<file path="src/rtl/vec_alu_engine.sv">
`timescale 1ns/1ps
`default_nettype none
// ---------------------------------------------------------------------------
// vec_alu_engine : element-wise C[i] = op(A[i], B[i]) over one BRAM port
// Revision 1.0 - initial release
// ---------------------------------------------------------------------------
module vec_alu_engine #(
  parameter int ADDR_WIDTH = 13,
  parameter int DATA_WIDTH = 32,
  parameter int RD_LATENCY = 1
) (
  input  logic                  clk,
  input  logic                  rst_n,
  input  logic                  start,
  input  logic                  abort,
  input  logic [1:0]            op,
  input  logic [ADDR_WIDTH-1:0] addr_a,
  input  logic [ADDR_WIDTH-1:0] addr_b,
  input  logic [ADDR_WIDTH-1:0] addr_out,
  input  logic [31:0]           len,
  output logic                  busy,
  output logic                  done,
  output logic [ADDR_WIDTH-1:0] bram_addr_b,
  output logic [DATA_WIDTH-1:0] bram_din_b,
  input  logic [DATA_WIDTH-1:0] bram_dout_b,
  output logic                  bram_en_b,
  output logic                  bram_we_b
);

  typedef enum logic [2:0] {
    S_IDLE, S_RD_A, S_WAIT_A, S_RD_B, S_WAIT_B, S_WR, S_DONE
  } state_t;

  localparam logic [1:0] WAIT_LAST = 2'(RD_LATENCY - 1);

  state_t                state_q, state_d;
  logic [1:0]            op_q, op_d;
  logic [ADDR_WIDTH-1:0] addr_a_q, addr_a_d, addr_b_q, addr_b_d, addr_out_q, addr_out_d;
  logic [31:0]           len_q, len_d, i_q, i_d;
  logic [1:0]            wcnt_q, wcnt_d;
  logic [DATA_WIDTH-1:0] data_a_q, data_a_d, data_b_q, data_b_d;
  logic                  busy_q, busy_d, done_q, done_d, en_q, en_d, we_q, we_d;
  logic [ADDR_WIDTH-1:0] addr_q, addr_d;
  logic [DATA_WIDTH-1:0] din_q, din_d;
  logic [DATA_WIDTH-1:0] result;

  always_comb begin
    state_d    = state_q;
    op_d       = op_q;
    addr_a_d   = addr_a_q;
    addr_b_d   = addr_b_q;
    addr_out_d = addr_out_q;
    len_d      = len_q;
    i_d        = i_q;
    wcnt_d     = wcnt_q;
    data_a_d   = data_a_q;
    data_b_d   = data_b_q;

    case (state_q)
      S_IDLE: begin
        if (start && !abort) begin
          op_d       = op;
          addr_a_d   = addr_a;
          addr_b_d   = addr_b;
          addr_out_d = addr_out;
          len_d      = len;
          i_d        = 32'd0;
          wcnt_d     = 2'd0;
          state_d    = (len == 32'd0) ? S_DONE : S_RD_A;
        end
      end
      S_RD_A: begin
        wcnt_d  = 2'd0;
        state_d = S_WAIT_A;
      end
      S_WAIT_A: begin
        if (wcnt_q == WAIT_LAST) begin
          data_a_d = bram_dout_b;
          wcnt_d   = 2'd0;
          state_d  = S_RD_B;
        end else begin
          wcnt_d = wcnt_q + 2'd1;
        end
      end
      S_RD_B: begin
        wcnt_d  = 2'd0;
        state_d = S_WAIT_B;
      end
      S_WAIT_B: begin
        if (wcnt_q == WAIT_LAST) begin
          data_b_d = bram_dout_b;
          wcnt_d   = 2'd0;
          state_d  = S_WR;
        end else begin
          wcnt_d = wcnt_q + 2'd1;
        end
      end
      S_WR: begin
        if (i_q == len_q - 32'd1) begin
          state_d = S_DONE;
        end else begin
          i_d     = i_q + 32'd1;
          state_d = S_RD_A;
        end
      end
      S_DONE:  state_d = S_IDLE;
      default: state_d = S_IDLE;
    endcase

    if (abort && state_q != S_IDLE) state_d = S_IDLE;
  end

  always_comb begin
    case (op_d)
      2'd0:    result = data_a_d + data_b_d;
      2'd1:    result = data_a_d - data_b_d;
      2'd2:    result = data_a_d * data_b_d;
      default: result = ($signed(data_a_d) > $signed(data_b_d)) ? data_a_d : data_b_d;
    endcase
  end

  // Port outputs are registered from the next state so they line up with it.
  always_comb begin
    busy_d = (state_d != S_IDLE);
    done_d = (state_d == S_DONE);
    en_d   = (state_d == S_RD_A) || (state_d == S_RD_B) || (state_d == S_WR);
    we_d   = (state_d == S_WR);
    addr_d = '0;
    din_d  = '0;
    case (state_d)
      S_RD_A: addr_d = addr_a_d + i_d[ADDR_WIDTH-1:0];
      S_RD_B: addr_d = addr_b_d + i_d[ADDR_WIDTH-1:0];
      S_WR: begin
        addr_d = addr_out_d + i_d[ADDR_WIDTH-1:0];
        din_d  = result;
      end
      default: addr_d = '0;
    endcase
  end

  always_ff @(posedge clk) begin
    if (!rst_n) begin
      state_q    <= S_IDLE;
      op_q       <= '0;
      addr_a_q   <= '0;
      addr_b_q   <= '0;
      addr_out_q <= '0;
      len_q      <= '0;
      i_q        <= '0;
      wcnt_q     <= '0;
      data_a_q   <= '0;
      data_b_q   <= '0;
      busy_q     <= 1'b0;
      done_q     <= 1'b0;
      en_q       <= 1'b0;
      we_q       <= 1'b0;
      addr_q     <= '0;
      din_q      <= '0;
    end else begin
      state_q    <= state_d;
      op_q       <= op_d;
      addr_a_q   <= addr_a_d;
      addr_b_q   <= addr_b_d;
      addr_out_q <= addr_out_d;
      len_q      <= len_d;
      i_q        <= i_d;
      wcnt_q     <= wcnt_d;
      data_a_q   <= data_a_d;
      data_b_q   <= data_b_d;
      busy_q     <= busy_d;
      done_q     <= done_d;
      en_q       <= en_d;
      we_q       <= we_d;
      addr_q     <= addr_d;
      din_q      <= din_d;
    end
  end

  // Abort must suppress the access already presented in the current cycle.
  assign bram_en_b   = en_q & ~abort;
  assign bram_we_b   = we_q & ~abort;
  assign bram_addr_b = addr_q;
  assign bram_din_b  = din_q;
  assign busy        = busy_q;
  assign done        = done_q;

endmodule

`default_nettype wire

</file>
<file path="config.mk">
export PLATFORM = sky130hd
export DESIGN_NAME = vec_alu_engine
export DESIGN_NICKNAME = d
export VERILOG_FILES = /design/src/rtl/vec_alu_engine.sv
export SDC_FILE = /design/constraint.sdc
export NUM_CORES = 2
export LEC_CHECK = 0
export CAP_MARGIN = 20
export CORE_MARGIN = 3
export CORE_UTILIZATION = 51
export CTS_CLUSTER_DIAMETER = 30
export CTS_CLUSTER_SIZE = 14
export DETAILED_ROUTE_END_ITERATION = 16
export HOLD_SLACK_MARGIN = 0.03
export PLACE_DENSITY_LB_ADDON = 0.05
export REMOVE_ABC_BUFFERS = 1
export SKIP_CTS_REPAIR_TIMING = 1
export SLEW_MARGIN = 25
export SYNTH_ARGS = -nofsm -noshare
export SYNTH_HDL_FRONTEND = slang
export SYNTH_SLANG_ARGS = --single-unit
export TNS_END_PERCENT = 1
</file>
<file path="constraint.sdc">
create_clock -name clk -period 9.8 [get_ports clk]
set_clock_uncertainty 0.2 [all_clocks]
set_input_delay 1.96 -clock clk [delete_from_list [all_inputs] [get_ports clk]]
set_output_delay 1.96 -clock clk [all_outputs]
set_load 0.005 [all_outputs]
</file>
# Yosys cells after proc, flatten, opt, wreduce, memory -nomap -nowiden
# Index checks and enable logic that the tools add are counted.
[word_totals]
regBits = 223
inputBits = 109
output_inout_bits = 49
wordCells = 91
[op_classes]
add_sub_neg = 8
n_mul = 1
magnitude_cmp = 1
n_eq_ne = 14
mux = 28
n_bitwise = 3
reduce_logical = 19
[op_table]
columns = ["op", "n"]
rows = [
  ["$mux 32", 7],
  ["$pmux 32 s3", 1],
  ["$mux 13", 6],
  ["$pmux 32 s2", 1],
  ["$add 13x13->13", 3],
  ["$pmux 13 s3", 1],
  ["$add 32x1->32 const B", 1],
  ["$add 32x32->32", 1],
  ["$eq 32x32->1", 1],
  ["$gt 32x32->1", 1],
  ["$logic_not 32->1", 1],
  ["$mul 32x32->32", 1],
  ["$sub 32x1->32 const B", 1],
  ["$sub 32x32->32", 1],
  ["$mux 3", 6],
  ["$pmux 3 s6", 1],
  ["$eq 3x3->1 const B", 4],
  ["$eq 3x2->1 const B", 3],
  ["$reduce_bool 3->1", 3],
  ["$mux 2", 4],
  ["$eq 3x1->1 const B", 2],
  ["$pmux 2 s3", 1],
  ["$reduce_and 2->1", 3],
  ["$logic_not 2->1", 2],
  ["other kinds (13)", 18],
]

# Logic depth before layout (Yosys ltp)
[depth]
word_depth = 8
mapped_depth = 35
depth_no_buf = 31

# Worst setup path after synthesis
# OpenSTA, ideal clock, no wires.
[synth_path]
kind = "input to register"
from = "input bram_dout_b[3]"
to = "register din_q[28], in the netlist bram_din_b[28]"
setup_ns = 0.133
arrival_ns = 8.689
required_ns = 9.467
setup_slack_ns = 0.778
path_stages = 27
path_buffers = 2
path_cell_list = "mux2_2 > clkbuf_1 > inv_1 > clkbuf_1 > nor2_1 > fa_1 > inv_1 > fa_1 > fa_1 > fa_1 > inv_1 > fa_1 > inv_1 > fa_1 > inv_1 > fa_1 > fa_1 > ha_1 > a21o_1 > a21o_1 > a21oi_1 > o211ai_1 > o2111a_1 > a211o_1 > xor2_1 > o221ai_1 > a21oi_1"
[synth_between]
elab_chain_cells = 5
elab_cells_between_ends = 10
classes_between = "add/sub: 2; mul: 1; order compare: 1; mux: 6"
[synth_rtl]
columns = ["item", "line", "source"]
rows = [
  ["from (decl)", "25", "input logic [DATA_WIDTH-1:0] bram_dout_b,"],
  ["$mux 32 *", "90", "if (wcnt_q == WAIT_LAST) begin"],
  ["$mux 32 *", "59", "case (state_q)"],
  ["named net data_b_d[3]", "41", "logic [DATA_WIDTH-1:0] data_a_q, data_a_d, data_b_q, data_b_d;"],
  ["branches (longest 2 deep; another with $mul 32x32->32)", "--", ""],
  ["$pmux 32 s3 *", "114", "case (op_d)"],
  ["to (signal assigned)", "175", "din_q <= din_d;"],
  ["to (decl)", "44", "logic [DATA_WIDTH-1:0] din_q, din_d;"],
]
# Mark *: on every way through the listed nets, which the timed path passes.
# A chain may end at the register's enable or synchronous reset.

# Worst setup path after layout
[layout_path]
from = "input bram_dout_b[5]"
to = "register din_q[31], in the netlist bram_din_b[31]"
# The elaborated chain is that of the path after synthesis.

==> results.sh <==
export IMPL_outcome="complete, no violations"
export IMPL_wl_um=115000
export IMPL_wl_per_cell_um=24.6
export IMPL_r2r_slack_ns=0.87
export IMPL_fin_crit_sh_pct=96.3
export IMPL_yosys_warnings=0
export IMPL_cts_buffers=68
export IMPL_antenna_cells=0
export IMPL_critical_path_startpoint_type="primary input"
export IMPL_start_util_pct=51.7
export IMPL_synth_edf_count=0
export IMPL_ys_ff_latch=223
export IMPL_firstDrtPassIters=7
export IMPL_combPwrFrac_pct=30.6
export IMPL_clkSlewWorstSetupHoldPaths_ns=0.04
export IMPL_p_total_mw=4.79
export IMPL_clock_fmax_mhz=106
export IMPL_grt_max_degree=86
export IMPL_dpl_hpwl_um=90900
export IMPL_design_area_um2=36100
export IMPL_ys_flop_type="dfxtp_1"
export IMPL_timing_critical_path_buf_inv=4
export IMPL_rsz0062_at_grt="no"
export IMPL_antenna_found_initial=2
export IMPL_yosysUniqueCellTypes=94
export IMPL_max_clock_path_buffers=3
export IMPL_cts_root_buf="clkbuf_16"
export IMPL_p_int_mw=3.09
export IMPL_vias=27600
export IMPL_tightestPinTransition_ns=1.06
export IMPL_die_w_um=248
export IMPL_finalNetCount=4586
export IMPL_grt_pass1_vias=28400
export IMPL_ant_nets=0
export IMPL_die_area_um2=61500
export IMPL_htree_levels=3
export IMPL_clkLatencyLatePin_ns=0.61
export IMPL_drc=0
export IMPL_design_core_area_um2=57800
export IMPL_netSwitchingPower_mw=1.71
export IMPL_fin_cells=4682
export IMPL_timing_setup_tns_ns=0
export IMPL_crit_path_frequent_cell="fa_1"
export IMPL_synthTopCellsByCount="nor2_1 (479), inv_1 (471), fa_1 (411)"
export IMPL_cpPeakStageDelay_ns=0.57
export IMPL_post_synth_top_count_cell="nor2_1"
export IMPL_slowest_stage="fa_1"
export IMPL_critical_path_top_delay_family="adder cells"
export IMPL_cp_end_kind="flop"
export IMPL_synth_top_area_share_pct=27.5
export IMPL_seq_area_frac_synth_pct=14.9
export IMPL_worstPathCellList="clkdlybuf4s50_1, mux2_2, clkinv_1, buf_4, nor2_1, fa_1, inv_1, fa_1, fa_1, fa_1, fa_1, fa_1, fa_1, fa_1, xnor2_1, xnor2_1, xnor2_1, xnor2_1, xnor3_1, xnor3_1, xnor3_1, and3_1, o21ai_1, a31oi_1"
export IMPL_vias_per_cell=5.88
export IMPL_worstPathArrival_ns=9.69
export IMPL_period_needed_ns=9.43
export IMPL_avgSynthCellArea_um2=8.36
export IMPL_grt_total_usage_pct=38.0
export IMPL_setup_viol_count_final=0
export IMPL_p_leak_nw=16.2
export IMPL_worstPathMaxFanout=6
export IMPL_vdd_ir_drop_max_mv=0.213
export IMPL_synth_area_leaders="fa_1 (28%), dfxtp_1 (15%), ha_1 (8.5%)"
export IMPL_syn_area_um2=29900
export IMPL_gp_congestion=1.03
export IMPL_grt_pass1_wl_um=173000
export IMPL_power_frac_clock_pct=49.1
export IMPL_maxSlewHeadroom_pct=28.9
export IMPL_drv_cap=0
export IMPL_top_level_ports=158
export IMPL_hp_class="reg2reg"
export IMPL_switching_share_pct=35.6
export IMPL_final_util_pct=62.5
export IMPL_dpl_instance_area_um2=33700
export IMPL_synthCells=3576
export IMPL_place_inst=4559
export IMPL_drtIter0Drc=2172
export IMPL_tritoncts="built"
export IMPL_slew_violations=0
export IMPL_placementRows=88
export IMPL_synth_area_leader_cell="fa_1"
export IMPL_p_seq_share_pct=20.2
export IMPL_powerDensity_nw_per_um2=133
export IMPL_overflow=0
export IMPL_critPathKind="in2reg"
export IMPL_fp_dieH_um=248
export IMPL_cts_sinks=223
export IMPL_io_buffers=157
export IMPL_synthToLayoutAreaGrowth_pct=21.0
export IMPL_finalHoldViolCount=0
export IMPL_final_layout_size_suffix_gt1_share_pct=12.1
export IMPL_required_ns=10.06
export IMPL_async_flop_share_pct=0
[final cells by class]
class                   count  area (um^2)
clock buffers              76         1760
clock inverters            47          692
fillers                  5070        21700
inverters                 500         1880
multi-input cells        2675        22900
flip-flops and latches    223         4460
well taps                 765          957
repair buffers            396         3490
[placed cells by master (no fill, tap or decap), drive strengths merged, types with 76 or more instances in the layout]
| master | count |
|---|---|
| a21oi | 124 |
| dfxtp | 223 |
| clkdlybuf4s50 | 156 |
| buf | 240 |
| xnor2 | 122 |
| fa | 411 |
| clkbuf | 76 |
| and2 | 81 |
| ha | 202 |
| inv | 491 |
| o21ai | 90 |
| nor2 | 479 |
| nand2 | 409 |
[worst reg2reg max path, delay by kind of cell (launching register included)]
family	cells	cell delay [ns]
compound gates	8	1.64
xor+xnor	1	0.27
fa+ha+maj	10	4.11
buf+inv	9	1.44
flops	1	0.38
mux	1	0.35
simple gates	2	0.45
[kinds of logic (layout without fill, tap and decap cells)]
kind of cell | Yosys count | in the layout | share of synthesized area [%]
flip-flops | 223 | 223 | 14.9
XOR/XNOR | 166 | 166 | 5.23
AO/OA/AOI/OAI | 554 | 554 | 12.8
AND/OR/NAND/NOR | 1239 | 1239 | 18.7
adder cells (fa/ha/maj) | 613 | 613 | 36.0
multiplexers | 103 | 103 | 3.66
buffers and inverters | 678 | 1019 | 8.71
[stage by stage]
step           setup WS (ns)  hold slack (ns)
5_1_grt                0.104            0.302
3_3_place_gp         -0.0506            0.264
2_1_floorplan          -2.35            0.253
4_1_cts                0.475            0.284
6_report               0.366            0.280
3_5_place_dp          -0.123            0.278
[power by group through the flow]
stage | Clock [mW] | Combinational, mW | Sequential (mW)
after detailed placement | 0 | 1.41 | 0.985
after floorplan | 0 | 0.820 | 0.981
after global placement | 0 | 1.41 | 0.984
after CTS | 2.38 | 1.42 | 0.969
final | 2.36 | 1.47 | 0.969
after global routing | 2.43 | 1.56 | 0.972
[worst paths after layout]
kind / cells after the start / endpoint / from
setup / recovery: 24 / bram_din_b[31] / bram_dout_b[5]
hold / removal: 2 / addr_out_q[4] / addr_out_q[4]
setup reg to reg: 31 / bram_din_b[24] / state_q[1]
hold reg to reg: 2 / addr_out_q[4] / addr_out_q[4]
[sequential cells by signal, indices dropped and copies added, names as in the netlist]
signal,count
bram_din_b,32
data_a_q,32
data_b_q,32
i_q,32
len_q,32
addr_a_q,13
addr_b_q,13
addr_out_q,13
bram_addr_b,13
state_q,3
op_q,2
wcnt_q,2
busy,1
done,1
en_q,1
we_q,1
[routing by layer]
| metal | vias up | track usage [%] | routed length, um |
|---|---|---|---|
| li1 | 12200 | - | - |
| met1 | 13600 | 45.5 | 42500 |
| met2 | 1415 | 62.9 | 54000 |
| met3 | 373 | 7.15 | 9770 |
| met4 | 2 | 24.9 | 9090 |
| met5 | - | 0 | 13 |
Power figures use the tool's default switching activity.
